## src/rtl/fifo_s2b_sync_pkg.sv

```systemverilog
// Shared defaults and lane-placement helper for the narrow-to-wide packing FIFO.
package fifo_s2b_sync_pkg;

    localparam int DEF_DIN_W = 4;
    localparam int DEF_RATIO = 4;
    localparam int DEF_DEPTH = 8;

    // Bit offset of packer lane `lane` inside the wide word.
    function automatic int lane_lsb(input int lane, input int din_w, input int ratio,
                                    input bit msb_first);
        return msb_first ? (ratio - 1 - lane) * din_w : lane * din_w;
    endfunction

endpackage

```

## src/rtl/fifo_pack_lane.sv

```systemverilog
// Packer: collects RATIO narrow words, pads on flush, and strobes one push per wide word.
module fifo_pack_lane
    import fifo_s2b_sync_pkg::*;
#(
    parameter int              DIN_W     = DEF_DIN_W,
    parameter int              RATIO     = DEF_RATIO,
    parameter bit              MSB_FIRST = 1'b1,
    parameter logic [DIN_W-1:0] PAD_VAL  = '0,
    parameter int              DOUT_W    = DIN_W * RATIO,
    parameter int              LANE_W    = $clog2(RATIO)
) (
    input  logic              clk,
    input  logic              rst,
    input  logic [DIN_W-1:0]  din,
    input  logic              din_acc,
    input  logic              flush,
    input  logic              full,
    output logic [DOUT_W-1:0] word,
    output logic              push,
    output logic [LANE_W-1:0] lane_cnt
);

    logic [DIN_W-1:0] lane_q [RATIO];
    logic             last_lane;
    logic             has_data;
    logic             flush_go;
    logic [DIN_W-1:0] lane_val;

    always_comb begin
        last_lane = (lane_cnt == LANE_W'(RATIO - 1));
        has_data  = (lane_cnt != '0) || din_acc;
        // Padding push is held off while full; the level flush simply retries.
        flush_go  = flush && has_data && !full;
        push      = (din_acc && last_lane) || flush_go;
    end

    always_comb begin
        word     = '0;
        lane_val = PAD_VAL;
        for (int i = 0; i < RATIO; i++) begin
            if (LANE_W'(i) < lane_cnt)
                lane_val = lane_q[i];
            else if ((LANE_W'(i) == lane_cnt) && din_acc)
                lane_val = din;
            else
                lane_val = PAD_VAL;
            word[lane_lsb(i, DIN_W, RATIO, MSB_FIRST) +: DIN_W] = lane_val;
        end
    end

    always_ff @(posedge clk) begin
        if (rst)
            lane_cnt <= '0;
        else if (push)
            lane_cnt <= '0;
        else if (din_acc)
            lane_cnt <= lane_cnt + LANE_W'(1);
    end

    always_ff @(posedge clk) begin
        if (din_acc)
            lane_q[lane_cnt] <= din;
    end

endmodule

```

## src/rtl/fifo_s2b_sync.sv

```systemverilog
// Single-clock narrow-to-wide packing FIFO: packer front end, DEPTH-entry FWFT store, registered flags.
module fifo_s2b_sync
    import fifo_s2b_sync_pkg::*;
#(
    parameter int               DIN_W      = DEF_DIN_W,
    parameter int               RATIO      = DEF_RATIO,
    parameter int               DEPTH      = DEF_DEPTH,
    parameter int               PROG_FULL  = 6,
    parameter int               PROG_EMPTY = 1,
    parameter bit               MSB_FIRST  = 1'b1,
    parameter logic [DIN_W-1:0] PAD_VAL    = '0,
    localparam int              DOUT_W     = DIN_W * RATIO,
    localparam int              CNT_W      = $clog2(DEPTH) + 1,
    localparam int              LANE_W     = $clog2(RATIO)
) (
    input  logic              clk,
    input  logic              rst,
    input  logic [DIN_W-1:0]  din,
    input  logic              din_en,
    output logic              din_rdy,
    input  logic              flush,
    output logic [DOUT_W-1:0] dout,
    output logic              dout_en,
    input  logic              dout_rd,
    output logic [CNT_W-1:0]  count,
    output logic              full,
    output logic              empty,
    output logic              prog_full,
    output logic              prog_empty,
    output logic [LANE_W-1:0] lane_cnt,
    output logic              overflow,
    output logic              underflow
);

    localparam int AW = $clog2(DEPTH);

    logic [DOUT_W-1:0] mem [DEPTH];
    logic [CNT_W-1:0]  wr_ptr;
    logic [CNT_W-1:0]  rd_ptr;
    logic [CNT_W-1:0]  count_nxt;
    logic [DOUT_W-1:0] pack_word;
    logic              push;
    logic              pop;
    logic              din_acc;

    // Only the word that would complete a packer is blocked by full; pops never feed back here.
    assign din_rdy = !(full && (lane_cnt == LANE_W'(RATIO - 1)));
    assign din_acc = din_en && din_rdy;
    assign pop     = dout_rd && !empty;
    assign dout_en = !empty;
    assign dout    = empty ? '0 : mem[rd_ptr[AW-1:0]];

    fifo_pack_lane #(
        .DIN_W     (DIN_W),
        .RATIO     (RATIO),
        .MSB_FIRST (MSB_FIRST),
        .PAD_VAL   (PAD_VAL),
        .DOUT_W    (DOUT_W),
        .LANE_W    (LANE_W)
    ) u_pack (
        .clk      (clk),
        .rst      (rst),
        .din      (din),
        .din_acc  (din_acc),
        .flush    (flush),
        .full     (full),
        .word     (pack_word),
        .push     (push),
        .lane_cnt (lane_cnt)
    );

    always_comb begin
        count_nxt = count;
        if (push && !pop)
            count_nxt = count + CNT_W'(1);
        else if (pop && !push)
            count_nxt = count - CNT_W'(1);
    end

    always_ff @(posedge clk) begin
        if (rst) begin
            wr_ptr     <= '0;
            rd_ptr     <= '0;
            count      <= '0;
            full       <= 1'b0;
            empty      <= 1'b1;
            prog_full  <= 1'b0;
            prog_empty <= 1'b1;
            overflow   <= 1'b0;
            underflow  <= 1'b0;
        end else begin
            if (push)
                wr_ptr <= wr_ptr + CNT_W'(1);
            if (pop)
                rd_ptr <= rd_ptr + CNT_W'(1);
            count      <= count_nxt;
            full       <= (count_nxt == CNT_W'(DEPTH));
            empty      <= (count_nxt == '0);
            prog_full  <= (count_nxt >= CNT_W'(PROG_FULL));
            prog_empty <= (count_nxt <= CNT_W'(PROG_EMPTY));
            overflow   <= overflow  || (din_en && !din_rdy);
            underflow  <= underflow || (dout_rd && empty);
        end
    end

    always_ff @(posedge clk) begin
        if (push)
            mem[wr_ptr[AW-1:0]] <= pack_word;
    end

endmodule

```

## config.mk

```make
export PLATFORM = sky130hd
export DESIGN_NAME = fifo_s2b_sync
export DESIGN_NICKNAME = d
export VERILOG_FILES = /design/src/rtl/fifo_s2b_sync_pkg.sv /design/src/rtl/fifo_pack_lane.sv /design/src/rtl/fifo_s2b_sync.sv
export SDC_FILE = /design/constraint.sdc
export NUM_CORES = 1
export LEC_CHECK = 0
export CAP_MARGIN = 20
export CORE_UTILIZATION = 29
export DETAILED_ROUTE_END_ITERATION = 7
export PLACE_DENSITY = 0.41
export SKIP_CTS_REPAIR_TIMING = 1
export SLEW_MARGIN = 20
export SYNTH_ARGS = -nofsm -noshare
export SYNTH_HDL_FRONTEND = slang
export SYNTH_HIERARCHICAL = 1
export SYNTH_SLANG_ARGS = --single-unit
```

## constraint.sdc

```tcl
create_clock -name clk -period 4.1 [get_ports clk]
set_clock_uncertainty 0.15 [all_clocks]
set_input_delay 0.41 -clock clk [delete_from_list [all_inputs] [get_ports clk]]
set_output_delay 0.41 -clock clk [all_outputs]
set_load 0.005 [all_outputs]
```

# Yosys cells after proc, flatten, opt, wreduce, memory -nomap -nowiden
# Memory sizes are Yosys's and may differ from the RTL's. A register that Yosys moved wholly into a read port is not among the register bits.
# Cells that the tools add are included.
[word_totals]
output_inout_bits = 30
ram_bits = 144
word_cells = 72
reg_bits = 20
input_bits = 9
memories = 2
[memory_table]
columns = ["name", "words", "word_bits", "read_ports", "rd_ports_with_merged_regs", "wr", "line_no", "source"]
rows = [
  ["mem", 8, 16, 1, 1, 1, "fifo_s2b_sync.sv:37", "logic [DOUT_W-1:0] mem [DEPTH];"],
  ["u_pack.lane_q", 4, 4, 4, 0, 1, "fifo_pack_lane.sv:23", "logic [DIN_W-1:0] lane_q [RATIO];"],
]
[op_classes]
reduce_logical = 27
muxes = 17
n_eq_ne = 5
addsub = 5
n_lt_le_gt_ge = 6
[op_table]
columns = ["cell", "n"]
rows = [
  ["$mux 4", 10],
  ["$mux 16", 1],
  ["$logic_and 1x1->1", 14],
  ["$add 4x1->4 const B", 3],
  ["$mux 3", 2],
  ["$logic_not 1->1", 5],
  ["$eq 2x2->1 const A", 2],
  ["$eq 4x4->1 const B", 1],
  ["$ge 4x3->1 const B", 1],
  ["$le 4x1->1 const B", 1],
  ["$logic_not 4->1", 1],
  ["$logic_or 1x1->1", 4],
  ["$lt 1x2->1 const A", 2],
  ["$lt 2x2->1 const A", 2],
  ["$mux 1", 4],
  ["$sub 4x1->4 const B", 1],
  ["$add 2x1->2 const B", 1],
  ["$eq 1x2->1 const A", 1],
  ["$eq 2x2->1 const B", 1],
  ["$logic_not 2->1", 1],
  ["$reduce_bool 2->1", 1],
  ["$reduce_or 2->1", 1],
]

# Depth between registers and ports, before layout
# Gate-level depths: netlist of run 1.
[logic_depth]
ltp_word = 13
depth_mapped = 11
ltp_nobuf = 10

# Modules after synthesis
# Netlist of run 1, hierarchy kept.
[by_module_without_submodules]
columns = ["module", "instances", "seq_area_each_um2", "cells_each", "area_per_inst_um2"]
rows = [
  ["fifo_s2b_sync", 1, 4224.1, 298, 5731.7],
  ["fifo_pack_lane", 1, 400.4, 73, 792.0],
]

# Worst setup path before layout of run 1
# No wires, ideal clock.
[synth_timing]
path_type = "reg2reg"
start = "register u_pack.lane_cnt[1]"
end = "memory mem[0][0] (netlist name), enable pin"
t_required_ns = 3.541
stages_incl_launch_ff = 10
path_buffers = 2
setup_time_ns = 0.409
t_arrival_ns = 2.777
synth_period_minus_slack_ns = 3.337
path_slack_ns = 0.763
cell_sequence = "dfxtp_1 -> buf_2 -> inv_1 -> ha_1 -> inv_2 -> and3_4 -> a21o_2 -> buf_2 -> nand2b_1 -> nor3_1"
[synth_via]
elab_chain_cells = 10
elab_cells_between_ends = 12
cone_classes = "eq/ne (1); mux (2); reduce/logical (9)"
[synth_lines]
columns = ["item", "line_no", "source"]
rows = [
  ["start: declaration", "fifo_pack_lane.sv:20", "output logic [LANE_W-1:0] lane_cnt"],
  ["start signal: assignment", "fifo_pack_lane.sv:57", "lane_cnt <= lane_cnt + LANE_W'(1);"],
  ["$eq 2x2->1", "fifo_pack_lane.sv:30, fifo_s2b_sync.sv:47", ""],
  ["$logic_and 1x1->1", "fifo_s2b_sync.sv:47", "assign din_rdy = !(full && (lane_cnt == LANE_W'(RATIO - 1)));"],
  ["$logic_not 1->1", "fifo_s2b_sync.sv:47", ""],
  ["$logic_and 1x1->1", "fifo_s2b_sync.sv:48", "assign din_acc = din_en && din_rdy;"],
  ["$logic_or 1x1->1", "fifo_pack_lane.sv:31", "has_data = (lane_cnt != '0) || din_acc;"],
  ["$logic_and 1x1->1 (2 in a row)", "fifo_pack_lane.sv:33", "flush_go = flush && has_data && !full;"],
  ["$logic_or 1x1->1 *", "fifo_pack_lane.sv:34", "push = (din_acc && last_lane) || flush_go;"],
  ["named net push", "fifo_s2b_sync.sv:42", "logic push;"],
  ["$mux 1 *", "fifo_s2b_sync.sv:107", "if (push)"],
  ["$mux 1 (not written as such) *", "fifo_s2b_sync.sv:108", "mem[wr_ptr[AW-1:0]] <= pack_word;"],
  ["end: declaration", "fifo_s2b_sync.sv:37", ""],
]
# The timed path passes the listed nets; every way through them passes the cells marked *.

==> results.tsv, run 1 <==
metric	value	unit
Hold Worst Slack	321	ps
final setup fails	0	
H-tree Lvls	4	
DRC	0	
Final min period	3300	ps
CP cell instances	buf_4 > mux4_2 > mux2i_1 > nor2_1 > clkdlybuf4s50_1	
Yosys cell types	42	
clock-pin slew on the worst setup and hold paths	70	ps
number of global-route vias before repair	3525	
first-pass GRT wire length	21800	um
buffer depth of the longest clock path	2	
Ports	39	
max-slew violations	0	
Layout Nets	443	
initial core utilization	0.297	
worst min-delay path class	reg -> reg	
Final Hold Viols	0	
max_slew headroom	0.304	
setup TNS	0	ps
GR Util All Layers	0.131	
vias after detailed routing	3294	
commonest non-fill, non-tap cell in the layout	edfxtp_1	
Top delay family on crit path	flip-flops	
Crit. End Element	output pin	
startpoint types	flip-flop	
Die Ht	152	um
Slowest cell on crit path	dfxtp_2	
Row Count	54	
most frequent cells in the layout	edfxtp_1 (140), clkdlybuf4s50_1 (38), nor2_1 (34)	
Layout fillers	2010	
Avg WL per Cell	19.8	um
period utilisation layout	0.806	
syn avg cell area	17.6	sq um
post-route ant nets	0	
vias per cell	4.58	
die span in x	152	um
syn_nets	388	
Peak VDD IR	0.000281	V
Root Driver	clkbuf_16	
1st-pass router iterations	7	
sequential element share of the synthesized area	0.709	
power density of the placed cells	540	nW/um^2
Worst EP arrival	2740	ps
Num Clock Sinks	161	
max-cap violation count	0	
fraction of layout cells with a size suffix above 1	0.216	
Ys Warns	6	
total routed wirelength	14200	um
Placer Congestion	0.670	
# diodes	0	
Port Buffers	38	
total grt overflow	0	
worst-skew pair later-pin latency	410	ps
Core Area	22000	sq um
initial DRC count	187	
worst path buffer plus inverter count	2	
die area	23100	sq um
Cells after Synth	371	
CTS tree	done	
area growth from synthesis to layout	20.5	%
Worst Max-Slew Pin Slew	1030	ps
Post-Syn Area	6520	sq um
Crit path required time	3540	ps
initial antenna violation count	0	
Leak	0.00257	uW
largest net degree at the start of global routing	20	
RSZ-0062 raised after global routing	false	
DP HPWL	8930	um
worst-path fanout max	19	
Yosys reg bits	161	
CP peak stage delay	820	ps
Peak Freq	303	MHz
critical path type	reg -> out	
TritonCTS Buffers	17	
status	complete, no violations	
## kinds of logic after synthesis
kind of cell	after synthesis	share of synthesized area
AO/OA/AOI/OAI	26	0.0347
XOR/XNOR	9	0.0121
adder cells (fa/ha/maj)	8	0.0153
buffers and inverters	30	0.0238
flip-flops	161	0.709
multiplexers	54	0.145
AND/OR/NAND/NOR	83	0.0600
## power by group
part | total (uW) | internal (uW) | switching (uW)
Combinational | 741 | 409 | 332
Sequential | 1980 | 1870 | 107
Clock | 1530 | 895 | 633
## metrics by stage
| step | instance area (sq um) | std cells | power (uW) | util | setup slack (ps) |
|---|---|---|---|---|---|
| after floorplan | 6520 | 371 | 2450 | - | 763 |
| after global placement | 7300 | 687 | 2770 | 0.332 | 1120 |
| after detailed placement | 7300 | 687 | 2780 | 0.332 | 1140 |
| after CTS | 7860 | 719 | 4310 | 0.358 | 679 |
| after global routing | 7860 | 719 | 4430 | 0.358 | 552 |
| final | 7860 | 719 | 4250 | 0.358 | 797 |
## final cells by class
| class | instances | area [sq um] | share of cell area |
|---|---|---|---|
| flip-flops and latches | 161 | 4630 | 0.588 |
| repair buffers | 56 | 528 | 0.0671 |
| clock inverters | 14 | 139 | 0.0177 |
| clock buffers | 18 | 429 | 0.0546 |
| multi-input cells | 180 | 1750 | 0.223 |
| well taps | 280 | 350 | 0.0446 |
| inverters | 10 | 37.5 | 0.00477 |
## tightest hold or removal path, stage by stage (launching register included)
cell     delay (ps)
dfxtp_1         330
a21oi_1          40
nor2_1           70
## per-layer routing
metal  wire length (um)  vias to the layer above  GRT usage
li1                   -                     1536          -
met1               6790                     1692      0.170
met2               6870                       55      0.213
met3                377                       11     0.0317
met4                178                        0     0.0457
met5                  0                        -          0
## state kept, by name, indices dropped and copies added, names as in the netlist, 2 cells and up, named ones only
signal,cells
rd_ptr,3
mem,128
u_pack/lane_q,12
u_pack/lane_cnt,2
wr_ptr,3
count,4
## cells in the mapped netlist, drive strengths merged
cell type,n,area (sq um)
edfxtp,140,4200
nor2,34,128
mux4,32,721
nand2,22,82.6
dfxtp,21,420
mux2i,20,200
buf,15,98.8
o21ai,12,60.1
inv,10,37.5
ha,8,100
nand3,6,35.0
and3,5,36.3
clkbuf,5,18.8
nand2b,5,31.3
xnor2,5,43.8
and2,4,26.3
nor3,4,25.0
xor2,4,35.0
a21oi,3,15.0
a2111oi,2,55.1
a21o,2,16.3
a22o,2,20.0
mux2,2,26.3
a311o,1,10.0
a41oi,1,8.76
nand3b,1,7.51
nor2b,1,13.8
o211ai,1,7.51
o22ai,1,6.26
o32ai,1,27.5
or2,1,6.26
## worst paths after layout
check / from / to / slack [ps] / cells after the start
min: underflow / underflow / 320 / 2
max: flip-flop / dout[4] / 800 / 5
max reg2reg: u_pack/lane_cnt[1] / mem[7][10] / 1170 / 6
min reg2reg: underflow / underflow / 320 / 2
No activity file was read; power rests on OpenSTA's default activity.
==> run 2, diff against run 1 <==
Settings changed: PLACE_DENSITY 0.41 to 0.42.
Clock period 4.1 ns to 3 ns, I/O delays scaled along.
==> run 2 against run 1 <==
  * Worst setup slack worse by 590 ps
  * Highest routed layer unchanged
  * The run now ends with design-rule violations left
  * Count of clock-buffer cells in the layout did not move
  * Clock power grew 31%
  * Largest power group unchanged
==> results.tsv, run 2 (synthesis gave the netlist of run 1 again) <==
metric	value	unit
worst-path fanout max	32	
Row Count	54	
Final min period	2800	ps
max-slew violations	0	
Crit. End Element	output pin	
DRC	2	
die area	23100	sq um
Worst EP arrival	2350	ps
fraction of layout cells with a size suffix above 1	0.224	
buffer depth of the longest clock path	2	
largest net degree at the start of global routing	33	
Peak VDD IR	0.000399	V
post-route ant nets	0	
final setup fails	0	
number of flip-flops under the largest register name	128	
first-pass GRT wire length	20700	um
Final Hold Viols	0	
total routed wirelength	13500	um
Worst Max-Slew Pin Slew	868	ps
CP cell instances	buf_12 > mux4_2 > mux2i_1 > nor2_1 > clkdlybuf4s50_1	
max-cap violation count	0	
Num Clock Sinks	161	
startpoint types	flip-flop	
initial antenna violation count	0	
die span in x	152	um
worst-skew pair later-pin latency	420	ps
power density of the placed cells	725	nW/um^2
Placer Congestion	0.703	
area growth from synthesis to layout	21.4	%
Layout Nets	451	
TritonCTS Buffers	17	
Layout fillers	2026	
worst path buffer plus inverter count	2	
period utilisation layout	0.932	
initial DRC count	194	
status	finished, violations left	
initial core utilization	0.297	
setup TNS	0	ps
Die Ht	152	um
number of global-route vias before repair	3447	
DP HPWL	8960	um
total grt overflow	0	
# diodes	0	
Top delay family on crit path	multiplexers	
H-tree Lvls	4	
Slowest cell on crit path	mux4_2	
Port Buffers	38	
most frequent cells in the layout	edfxtp_1 (140), clkdlybuf4s50_1 (38), nor2_1 (34)	
Core Area	22000	sq um
Hold Worst Slack	332	ps
Ports	39	
1st-pass router iterations	6	
worst min-delay path class	reg -> reg	
critical path type	reg -> out	
Crit path required time	2550	ps
vias per cell	4.42	
max_slew headroom	0.419	
Root Driver	clkbuf_16	
RSZ-0062 raised after global routing	false	
Leak	0.00260	uW
commonest non-fill, non-tap cell in the layout	edfxtp_1	
clock-pin slew on the worst setup and hold paths	60	ps
CP peak stage delay	570	ps
CTS tree	done	
Avg WL per Cell	18.5	um
GR Util All Layers	0.123	
Peak Freq	358	MHz
violated checks	design-rule violations	
vias after detailed routing	3212	
-- run 2: through the flow --
| stage | cell area [sq um] | total power, uW | setup WS [ps] | std cells | util |
|---|---|---|---|---|---|
| 2_1_floorplan | 6530 | 3350 | 103 | 371 | - |
| 3_3_place_gp | 7360 | 3810 | 505 | 694 | 0.335 |
| 3_5_place_dp | 7370 | 3810 | 462 | 695 | 0.335 |
| 4_1_cts | 7920 | 5840 | 127 | 727 | 0.361 |
| 5_1_grt | 7920 | 6010 | 50.0 | 727 | 0.361 |
| 6_report | 7920 | 5740 | 204 | 727 | 0.361 |
-- run 2: final timing paths --
kind | to | from | slack (ps) | depth (start not counted)
hold / removal | underflow | underflow | 330 | 2
setup reg to reg | mem[0][1] | u_pack/lane_cnt[0] | 450 | 8
setup / recovery | dout[13] | flip-flop | 200 | 5
hold reg to reg | underflow | underflow | 330 | 2
-- run 2: routing by layer --
metal / track usage / up-vias / routed length, um
met4: 0.0394 / 0 / 102
met3: 0.0317 / 7 / 317
met5: 0 / - / 0
met2: 0.198 / 42 / 6440
li1: - / 1549 / -
met1: 0.162 / 1614 / 6620
-- run 2: final cells by class --
| cell class | instances | area [sq um] | area share |
|---|---|---|---|
| Clock buffer | 18 | 429 | 0.0542 |
| Inverter | 10 | 37.5 | 0.00474 |
| Sequential cell | 161 | 4630 | 0.584 |
| Timing Repair Buffer | 64 | 598 | 0.0755 |
| Multi-Input combinational cell | 180 | 1750 | 0.222 |
| Clock inverter | 14 | 123 | 0.0155 |
| Tap cell | 280 | 350 | 0.0442 |
-- run 2: power breakdown --
part	leakage [uW]	total [uW]	switching [uW]	internal [uW]
sequential	0.00149	2630	75.8	2560
clock	0.000263	2010	810	1200
combinational	0.000847	1100	528	570
total	0.00260	5740	1410	4330
-- run 2: worst reg2reg max path: stages (launching register included) --
cell      delay [ps]
dfxtp_1          480
inv_1            110
ha_1             270
inv_2             90
and3_4           220
a21o_2           280
nand2b_1         220
nor3_2           140
buf_4            270
